### src/rtl/nrz_pkg.sv
// rtl/nrz_pkg.sv - shared NRZ line timing constants for receiver and sequence generator
package nrz_pkg;

    localparam int NRZ_DURATION_CLK_COUNTS      = 62;
    localparam int NRZ_CODE0_HIGH_CLK_COUNTS    = 20;
    localparam int NRZ_CODE1_HIGH_CLK_COUNTS    = 40;
    localparam int NRZ_BIT_THRESHOLD_CLK_COUNTS = 29;
    localparam int NRZ_MIN_HIGH_CLK_COUNTS      = 8;
    localparam int NRZ_MAX_HIGH_CLK_COUNTS      = 50;
    localparam int NRZ_RESET_LOW_CLK_COUNTS     = 2500;
    localparam int NRZ_WORD_BITS                = 24;

endpackage

### src/rtl/sync_2ff.sv
// rtl/sync_2ff.sv - two-flop synchronizer for an asynchronous single-bit input
module sync_2ff (
    input  logic clk,
    input  logic reset,
    input  logic i_d,
    output logic o_q
);

    logic r_meta;
    logic r_sync;

    always_ff @(posedge clk) begin
        if (reset) begin
            r_meta <= 1'b0;
            r_sync <= 1'b0;
        end else begin
            r_meta <= i_d;
            r_sync <= r_meta;
        end
    end

    assign o_q = r_sync;

endmodule

### src/rtl/nrz_receiver.sv
// rtl/nrz_receiver.sv - NRZ pulse-width decoder assembling MSB-first words and detecting the latch code
import nrz_pkg::*;

module nrz_receiver #(
    parameter int DURATION_CLK_COUNTS      = NRZ_DURATION_CLK_COUNTS,
    parameter int BIT_THRESHOLD_CLK_COUNTS = NRZ_BIT_THRESHOLD_CLK_COUNTS,
    parameter int MIN_HIGH_CLK_COUNTS      = NRZ_MIN_HIGH_CLK_COUNTS,
    parameter int MAX_HIGH_CLK_COUNTS      = NRZ_MAX_HIGH_CLK_COUNTS,
    parameter int RESET_LOW_CLK_COUNTS     = NRZ_RESET_LOW_CLK_COUNTS,
    parameter int WORD_BITS                = NRZ_WORD_BITS
) (
    input  logic                 clk,
    input  logic                 reset,
    input  logic                 din,
    output logic [WORD_BITS-1:0] word_data,
    output logic                 word_valid,
    output logic                 latch,
    output logic                 bit_error,
    output logic                 busy
);

    localparam logic [1:0] ST_IDLE     = 2'd0;
    localparam logic [1:0] ST_HIGH     = 2'd1;
    localparam logic [1:0] ST_LOW      = 2'd2;
    localparam logic [1:0] ST_WAIT_LOW = 2'd3;

    localparam int HIGH_CNT_SAT = MAX_HIGH_CLK_COUNTS + 1;
    localparam int HIGH_W       = $clog2(HIGH_CNT_SAT + 1);
    localparam int LOW_W        = $clog2(RESET_LOW_CLK_COUNTS + 1);
    localparam int BIT_W        = $clog2(WORD_BITS);

    localparam logic [HIGH_W-1:0] HIGH_MIN    = HIGH_W'(MIN_HIGH_CLK_COUNTS);
    localparam logic [HIGH_W-1:0] HIGH_MAX    = HIGH_W'(MAX_HIGH_CLK_COUNTS);
    localparam logic [HIGH_W-1:0] HIGH_SAT    = HIGH_W'(HIGH_CNT_SAT);
    localparam logic [HIGH_W-1:0] HIGH_THRESH = HIGH_W'(BIT_THRESHOLD_CLK_COUNTS);
    localparam logic [LOW_W-1:0]  LOW_LAST    = LOW_W'(RESET_LOW_CLK_COUNTS - 1);
    localparam logic [LOW_W-1:0]  LOW_SAT     = LOW_W'(RESET_LOW_CLK_COUNTS);
    localparam logic [BIT_W-1:0]  BIT_LAST    = BIT_W'(WORD_BITS - 1);

    // Thresholds must be ordered inside one bit period or decoding is meaningless.
    if (!(MIN_HIGH_CLK_COUNTS > 0 &&
          MIN_HIGH_CLK_COUNTS <= BIT_THRESHOLD_CLK_COUNTS &&
          BIT_THRESHOLD_CLK_COUNTS < MAX_HIGH_CLK_COUNTS &&
          MAX_HIGH_CLK_COUNTS < DURATION_CLK_COUNTS &&
          WORD_BITS >= 2)) begin : g_bad_params
        $error("nrz_receiver: inconsistent timing parameters");
    end

    logic                 w_s;
    logic                 w_rise;
    logic                 w_bit;
    logic [WORD_BITS-1:0] w_shift_next;

    logic                 r_s_d;
    logic [1:0]           r_state;
    logic [HIGH_W-1:0]    r_high_cnt;
    logic [LOW_W-1:0]     r_low_cnt;
    logic [BIT_W-1:0]     r_bit_cnt;
    logic [WORD_BITS-1:0] r_shift;
    logic [WORD_BITS-1:0] r_word_data;
    logic                 r_word_valid;
    logic                 r_latch;
    logic                 r_bit_error;
    logic                 r_pending;

    sync_2ff u_sync (
        .clk   (clk),
        .reset (reset),
        .i_d   (din),
        .o_q   (w_s)
    );

    assign w_rise       = w_s & ~r_s_d;
    assign w_bit        = (r_high_cnt > HIGH_THRESH);
    assign w_shift_next = {r_shift[WORD_BITS-2:0], w_bit};

    always_ff @(posedge clk) begin
        if (reset) begin
            r_s_d        <= 1'b0;
            r_state      <= ST_IDLE;
            r_high_cnt   <= '0;
            r_low_cnt    <= '0;
            r_bit_cnt    <= '0;
            r_shift      <= '0;
            r_word_data  <= '0;
            r_word_valid <= 1'b0;
            r_latch      <= 1'b0;
            r_bit_error  <= 1'b0;
            r_pending    <= 1'b0;
        end else begin
            r_s_d        <= w_s;
            r_word_valid <= 1'b0;
            r_latch      <= 1'b0;
            r_bit_error  <= 1'b0;

            case (r_state)
                ST_IDLE: begin
                    if (w_rise) begin
                        r_state    <= ST_HIGH;
                        r_high_cnt <= HIGH_W'(1);
                    end
                end

                ST_HIGH: begin
                    if (w_s) begin
                        if (r_high_cnt == HIGH_MAX) begin
                            r_high_cnt  <= HIGH_SAT;
                            r_bit_error <= 1'b1;
                            r_bit_cnt   <= '0;
                            r_state     <= ST_WAIT_LOW;
                        end else begin
                            r_high_cnt <= r_high_cnt + HIGH_W'(1);
                        end
                    end else begin
                        // Staying in HIGH implies s_d=1, so s=0 here is the falling edge.
                        r_state   <= ST_LOW;
                        r_low_cnt <= LOW_W'(1);
                        if (r_high_cnt < HIGH_MIN) begin
                            r_bit_error <= 1'b1;
                            r_bit_cnt   <= '0;
                        end else begin
                            r_shift   <= w_shift_next;
                            r_pending <= 1'b1;
                            if (r_bit_cnt == BIT_LAST) begin
                                r_bit_cnt    <= '0;
                                r_word_data  <= w_shift_next;
                                r_word_valid <= 1'b1;
                            end else begin
                                r_bit_cnt <= r_bit_cnt + BIT_W'(1);
                            end
                        end
                    end
                end

                ST_WAIT_LOW: begin
                    if (!w_s) begin
                        r_state   <= ST_LOW;
                        r_low_cnt <= LOW_W'(1);
                    end
                end

                default: begin
                    if (w_rise) begin
                        r_state    <= ST_HIGH;
                        r_high_cnt <= HIGH_W'(1);
                        r_low_cnt  <= '0;
                    end else if (r_low_cnt == LOW_LAST) begin
                        // Latch code: drop any partial word; only announce if data arrived.
                        r_low_cnt <= LOW_SAT;
                        r_latch   <= r_pending;
                        r_pending <= 1'b0;
                        r_bit_cnt <= '0;
                        r_state   <= ST_IDLE;
                    end else begin
                        r_low_cnt <= r_low_cnt + LOW_W'(1);
                    end
                end
            endcase
        end
    end

    assign word_data  = r_word_data;
    assign word_valid = r_word_valid;
    assign latch      = r_latch;
    assign bit_error  = r_bit_error;
    assign busy       = (r_bit_cnt != '0);

endmodule

### config.mk
export PLATFORM = sky130hd
export DESIGN_NAME = nrz_receiver
export DESIGN_NICKNAME = d
export VERILOG_FILES = /design/src/rtl/nrz_pkg.sv /design/src/rtl/sync_2ff.sv /design/src/rtl/nrz_receiver.sv
export SDC_FILE = /design/constraint.sdc
export NUM_CORES = 1
export LEC_CHECK = 0
export CAP_MARGIN = 20
export CORE_ASPECT_RATIO = 2
export CORE_MARGIN = 3
export CORE_UTILIZATION = 35
export CTS_CLUSTER_SIZE = 12
export DETAILED_ROUTE_END_ITERATION = 6
export DONT_BUFFER_PORTS = 1
export GPL_ROUTABILITY_DRIVEN = 0
export GPL_TIMING_DRIVEN = 1
export PLACE_DENSITY = 0.61
export SLEW_MARGIN = 10
export SYNTH_ARGS = -nofsm -noshare
export SYNTH_HDL_FRONTEND = slang
export SYNTH_SLANG_ARGS = --single-unit
### constraint.sdc
create_clock -name clk -period 2.15 [get_ports clk]
set_input_delay 0.645 -clock clk [delete_from_list [all_inputs] [get_ports clk]]
set_output_delay 0.645 -clock clk [all_outputs]
set_load 0.01 [all_outputs]
After elaboration in Yosys (flattened, before gate mapping). Cells that the tools add are included.

Add/subtract/negate cells: 3. Order comparisons: 2. Eq/ne operators: 13. Muxes and demuxes: 31. Bitwise operators: 9. Reductions and logical operators: 17.

Operators by type and width (number): 12-bit two-way mux (3); 5-bit two-way mux (6); 12-bit case mux with 2 select lines (1); 6-bit two-way mux (3); 12-bit by 1-bit adder with 12-bit output, second input constant (1); 12-bit == test, second input constant (1); 2-bit two-way mux (6); 6-bit case mux with 2 select lines (1); 4-bit AND reduction (3); 2-bit inequality test, second input constant (5); 5-bit case mux with 2 select lines (1); 1-bit two-way mux (8); 1-bit NOT (8); 6-bit by 1-bit adder with 6-bit output, second input constant (1); 6-bit == test, second input constant (1); 6-bit by 5-bit greater-than comparator with 1-bit output, second input constant (1); 6-bit by 4-bit < comparator with 1-bit output, second input constant (1); 2-bit case mux with 3 select lines (1); 3-bit AND reduction (2); 2-bit OR reduction (3); 6-bit OR reduction (1); 5-bit by 1-bit adder with 5-bit output, second input constant (1); 5-bit == test, second input constant (1); 5-bit AND reduction (1); other kinds (12) (14).

Bits in registers: 79. Bits of input ports: 3. Output and inout bits: 28. Word-level logic and storage cells: 88.

Longest topological paths before layout.
Depth after elaboration: 5. Mapped depth: 9. Gate-level depth less buffers: 6.

Cells and area by module. A second synthesis with hierarchy kept.

Cells, all modules: 420. Area, all modules: 3488.3 um^2.

Modules (own cells, without submodules): nrz_receiver (instances 1, cells an instance 416, area an instance 3435.8 um^2, seq. area each 1541.5 um^2); sync_2ff (instances 1, cells an instance 4, area an instance 52.6 um^2, seq. area each 40.0 um^2).

Least setup slack after synthesis. OpenSTA, ideal clock, no wires.

Kind: register to register. Start: register r_state[1]. End: register r_low_cnt[11]. Setup time: 0.075 ns. Data arrival time: 1.876 ns. Required time: 2.075 ns. Setup slack: 0.199 ns. Cell stages (with the launch flop): 9. Buffers on the path: 2. Clock period less this slack: 1.951 ns. Cell sequence: dfxtp_1 inv_1 ha_1 or2_1 clkbuf_1 nor2_1 buf_2 or4b_1 a31oi_1.

Cells in the longest elaborated chain, start to end: 4. Elaborated cells between the ends (all ways): 8. Classes of those cells: eq/ne: 3; mux: 1; bitwise: 1; reduce/logical: 3.

Ends and longest elaborated chain: start, declared (RTL line nrz_receiver.sv:55) `logic [1:0] r_state;`; start signal, assigned (RTL line nrz_receiver.sv:80) `r_state <= ST_IDLE;`; start signal, assigned (RTL line nrz_receiver.sv:99) `r_state <= ST_HIGH;`; start signal, assigned (RTL line nrz_receiver.sv:110) `r_state <= ST_WAIT_LOW;`; 2-bit == test / 2-bit by 1-bit == test with 1-bit output (equally long branches) (RTL line nrz_receiver.sv:96) `case (r_state)`; 2-bit OR reduction (no line); 2-bit inequality test (no line); 2-bit AND reduction (no line); end signal, assigned (RTL line nrz_receiver.sv:155) `r_low_cnt <= r_low_cnt + LOW_W'(1);`; end, declared (RTL line nrz_receiver.sv:57) `logic [LOW_W-1:0] r_low_cnt;`.

Parallel ways exist; a longest one is shown, timed or not. A chain may end at the register's enable or synchronous reset.

Worst setup path in the final report.
Start: register r_bit_cnt[0]. End: output port busy.

Cells in the longest elaborated chain, start to end: 1.

Ends and longest elaborated chain: start, declared (RTL line nrz_receiver.sv:58) `logic [BIT_W-1:0] r_bit_cnt;`; start signal, assigned (RTL line nrz_receiver.sv:129) `r_bit_cnt <= r_bit_cnt + BIT_W'(1);`; 5-bit nonzero test (RTL line nrz_receiver.sv:166) `assign busy = (r_bit_cnt != '0);`; end, declared (RTL line nrz_receiver.sv:19) `output logic busy`.

No other way between the ends.

==> impl_metrics.py <==
metrics = {
    "setup_path": {
        "cp-end-kind": "primary output",
        "reg2regPathDepth": 6,
        "critPathKind": "reg -> out",
        "crit_chain": "inv_1 > ha_1 > or4b_4",
        "cpMaxStageDelayCell": "or4b_4",
        "slowest_delay_ns": 0.48,
        "crit_required_ns": 1.50,
        "path_max_fanout": 3,
        "cp-start-kind": "flop",
        "arrival_ns": 1.38,
    },
    "cts": {
        "cts-root-buf": "clkbuf_16",
        "worstSkewPairLatency_ns": 0.33,
        "cts_buffers": 9,
        "htreeDepth": 3,
        "clkTransAtPathRegs_ns": 0.06,
        "cts_sinks": 79,
        "cts_tree": "built",
        "postCtsSetupBuffers": 0,
        "clock_path_buffers": 2,
    },
    "logic_synthesis": {
        "yosys.area.top_type": "dfxtp_1",
        "ys_seq_area_frac": 0.465,
        "synth_area_leaders": "dfxtp_1, nand2_1, a21oi_1",
        "synthesis.area_um2": 3400,
        "synth_fp_nets": 431,
        "ys.warnings.count": 0,
        "synthTopCellsByCount": "nand2_1, dfxtp_1, a21oi_1, clkbuf_1, nor2_1",
        "synth_top_cell_area_share": 0.465,
        "yosysUniqueCellTypes": 51,
        "async_flop_share": 0,
        "synth_ff_type": "dfxtp_1",
        "synth_edf_count": 0,
        "synth_most_common_cell": "nand2_1",
        "synth_cells": 417,
        "synth.avg_cell_area_um2": 8.16,
        "synth_seq_cells": 79,
    },
    "pwr": {
        "internal-power_mw": 2.39,
        "ir_worst_vdd_mv": 0.705,
        "netSwitchingFraction": 0.215,
        "pwr-share-comb": 0.017,
        "pwr-share-clk": 0.498,
        "p_per_area_nw_per_um2": 785,
        "p_leak_nw": 1.25,
        "p_switching_uw": 654,
        "power_frac_seq": 0.484,
        "power.total_mw": 3.05,
    },
    "sta": {
        "rsz0062_at_grt": "false",
        "finalSetupTns_ns": 0,
        "hold-worst-slack_ns": 0.381,
        "relSlewSlack": 0.658,
        "tightest_slew_ns": 0.500,
        "setup_viol": 0,
        "fin_skew_ns": 0.00498,
        "worst_slack_ns": 0.126,
        "period_share": 0.941,
        "min_period_ns": 2.02,
        "fmax_ghz": 0.494,
        "final_hold_viol_count": 0,
        "slew_violations": 0,
    },
    "global_routing": {
        "grt_start_max_net_pins": 80,
        "antenna_found_initial": 0,
        "grt_pass1_vias": 2897,
        "overflow": 0,
        "grt_pass1_wl_um": 13600,
        "grt_usage": 0.157,
    },
    "floorplanning": {
        "coreArea_um2": 9450,
        "die-area_um2": 11000,
        "rows": 50,
        "start_util": 0.360,
        "die_h_um": 145,
        "die_x_um": 75.7,
        "boundaryPins": 31,
    },
    "route": {
        "wl_per_cell_um": 14.6,
        "via_count": 2937,
        "via_per_inst": 5.32,
        "routed_wl_um": 8060,
        "drt_iter0_drc": 159,
        "ant_nets": 0,
        "drc": 0,
        "dr.pass1.iters": 4,
    },
    "job": {
        "cap_violations": 0,
    },
    "hold_path": {
        "worstHoldPathCells": 1,
        "hold_class": "in -> reg",
    },
    "run_status": {
        "status": "complete, no violations",
    },
    "placement": {
        "io_buffer_count": 0,
        "hpwlAfterDp_um": 5670,
        "post_dp_cell_area_um2": 3580,
        "place_inst": 536,
        "place_ws_ns": 0.174,
    },
    "layout": {
        "fin_area_um2": 3880,
        "instances_no_fill": 552,
        "n_antenna_cell": 0,
        "nets": 431,
        "final_util": 0.411,
        "drive_gt1_frac": 0.0877,
        "area_growth_syn_to_layout_pct": 14.2,
    },
}
[power by group through the flow]
stage	registers [mW]	clock network, mW	logic (mW)
2_1_floorplan	1.51	0	0.0593
3_3_place_gp	1.51	0	0.0521
3_5_place_dp	1.51	0	0.0523
4_1_cts	1.48	1.55	0.0524
5_1_grt	1.48	1.60	0.0590
6_report	1.48	1.52	0.0528
[cells in the final DEF (no fill, tap or decap), types with 6 or more instances in the layout]
cell / n
buf_4: 13
nor2_1: 16
nor2b_1: 6
ha_1: 11
clkbuf_16: 9
o21ai_0: 7
nand3_1: 11
nor3_1: 13
dfxtp_1: 79
a211oi_1: 6
a21oi_1: 59
nand2_1: 103
inv_1: 11
[path summary, 6_finish.rpt]
| path | start | slack [ns] | to |
|---|---|---|---|
| setup / recovery | r_bit_cnt[0] | 0.13 | busy |
| hold / removal | reset | 0.38 | r_low_cnt[10] |
| setup reg to reg | r_state[0] | 0.13 | r_state[1] |
| hold reg to reg | u_sync.r_meta | 0.44 | u_sync.o_q |
[routing by layer]
layer,GRT usage,vias up,wire (um)
met2,0.263,64,4410
met1,0.177,1388,3120
met4,0.0832,0,210
met5,0,-,0
met3,0.0373,20,320
li1,-,1465,-
[flip-flops by register name, summed over array words and instances, names as in the netlist, 2 cells and up]
register,count
word_data,24
r_shift,23
r_low_cnt,12
r_high_cnt,6
r_bit_cnt,5
r_state,2
[worst max-delay path: cells and delay by family (launching register included)]
| kind | cells | cell delay [ns] |
|---|---|---|
| DFF | 1 | 0.32 |
| buffers and inverters | 1 | 0.09 |
| and+or+nand+nor | 1 | 0.48 |
| adders and majority gates | 1 | 0.15 |
[timing repair]
action,in CTS,in global routing
gates resized for setup,1,0
setup endpoints to repair,1,0
endpoints found under the hold margin,0,0
hold buffers,0,0
[final cells by class]
type | count | area [um2]
Clock inverter | 6 | 67.6
Timing Repair Buffer | 14 | 118
Fill cell | 956 | 5560
Tap cell | 130 | 163
Clock buffer | 10 | 229
Inverter | 11 | 41.3
Multi-Input combinational cell | 302 | 1690
Sequential cell | 79 | 1580
[cell families after synthesis]
kind of cell	share of synthesized area
AOI/OAI and AO/OA	0.184
DFF	0.465
buffers and inverters	0.0419
xor gates and xnor gates	0.0103
adders and majority gates	0.0405
and+or+nand+nor	0.259
Note: power is estimated with default switching activity, not from simulation.
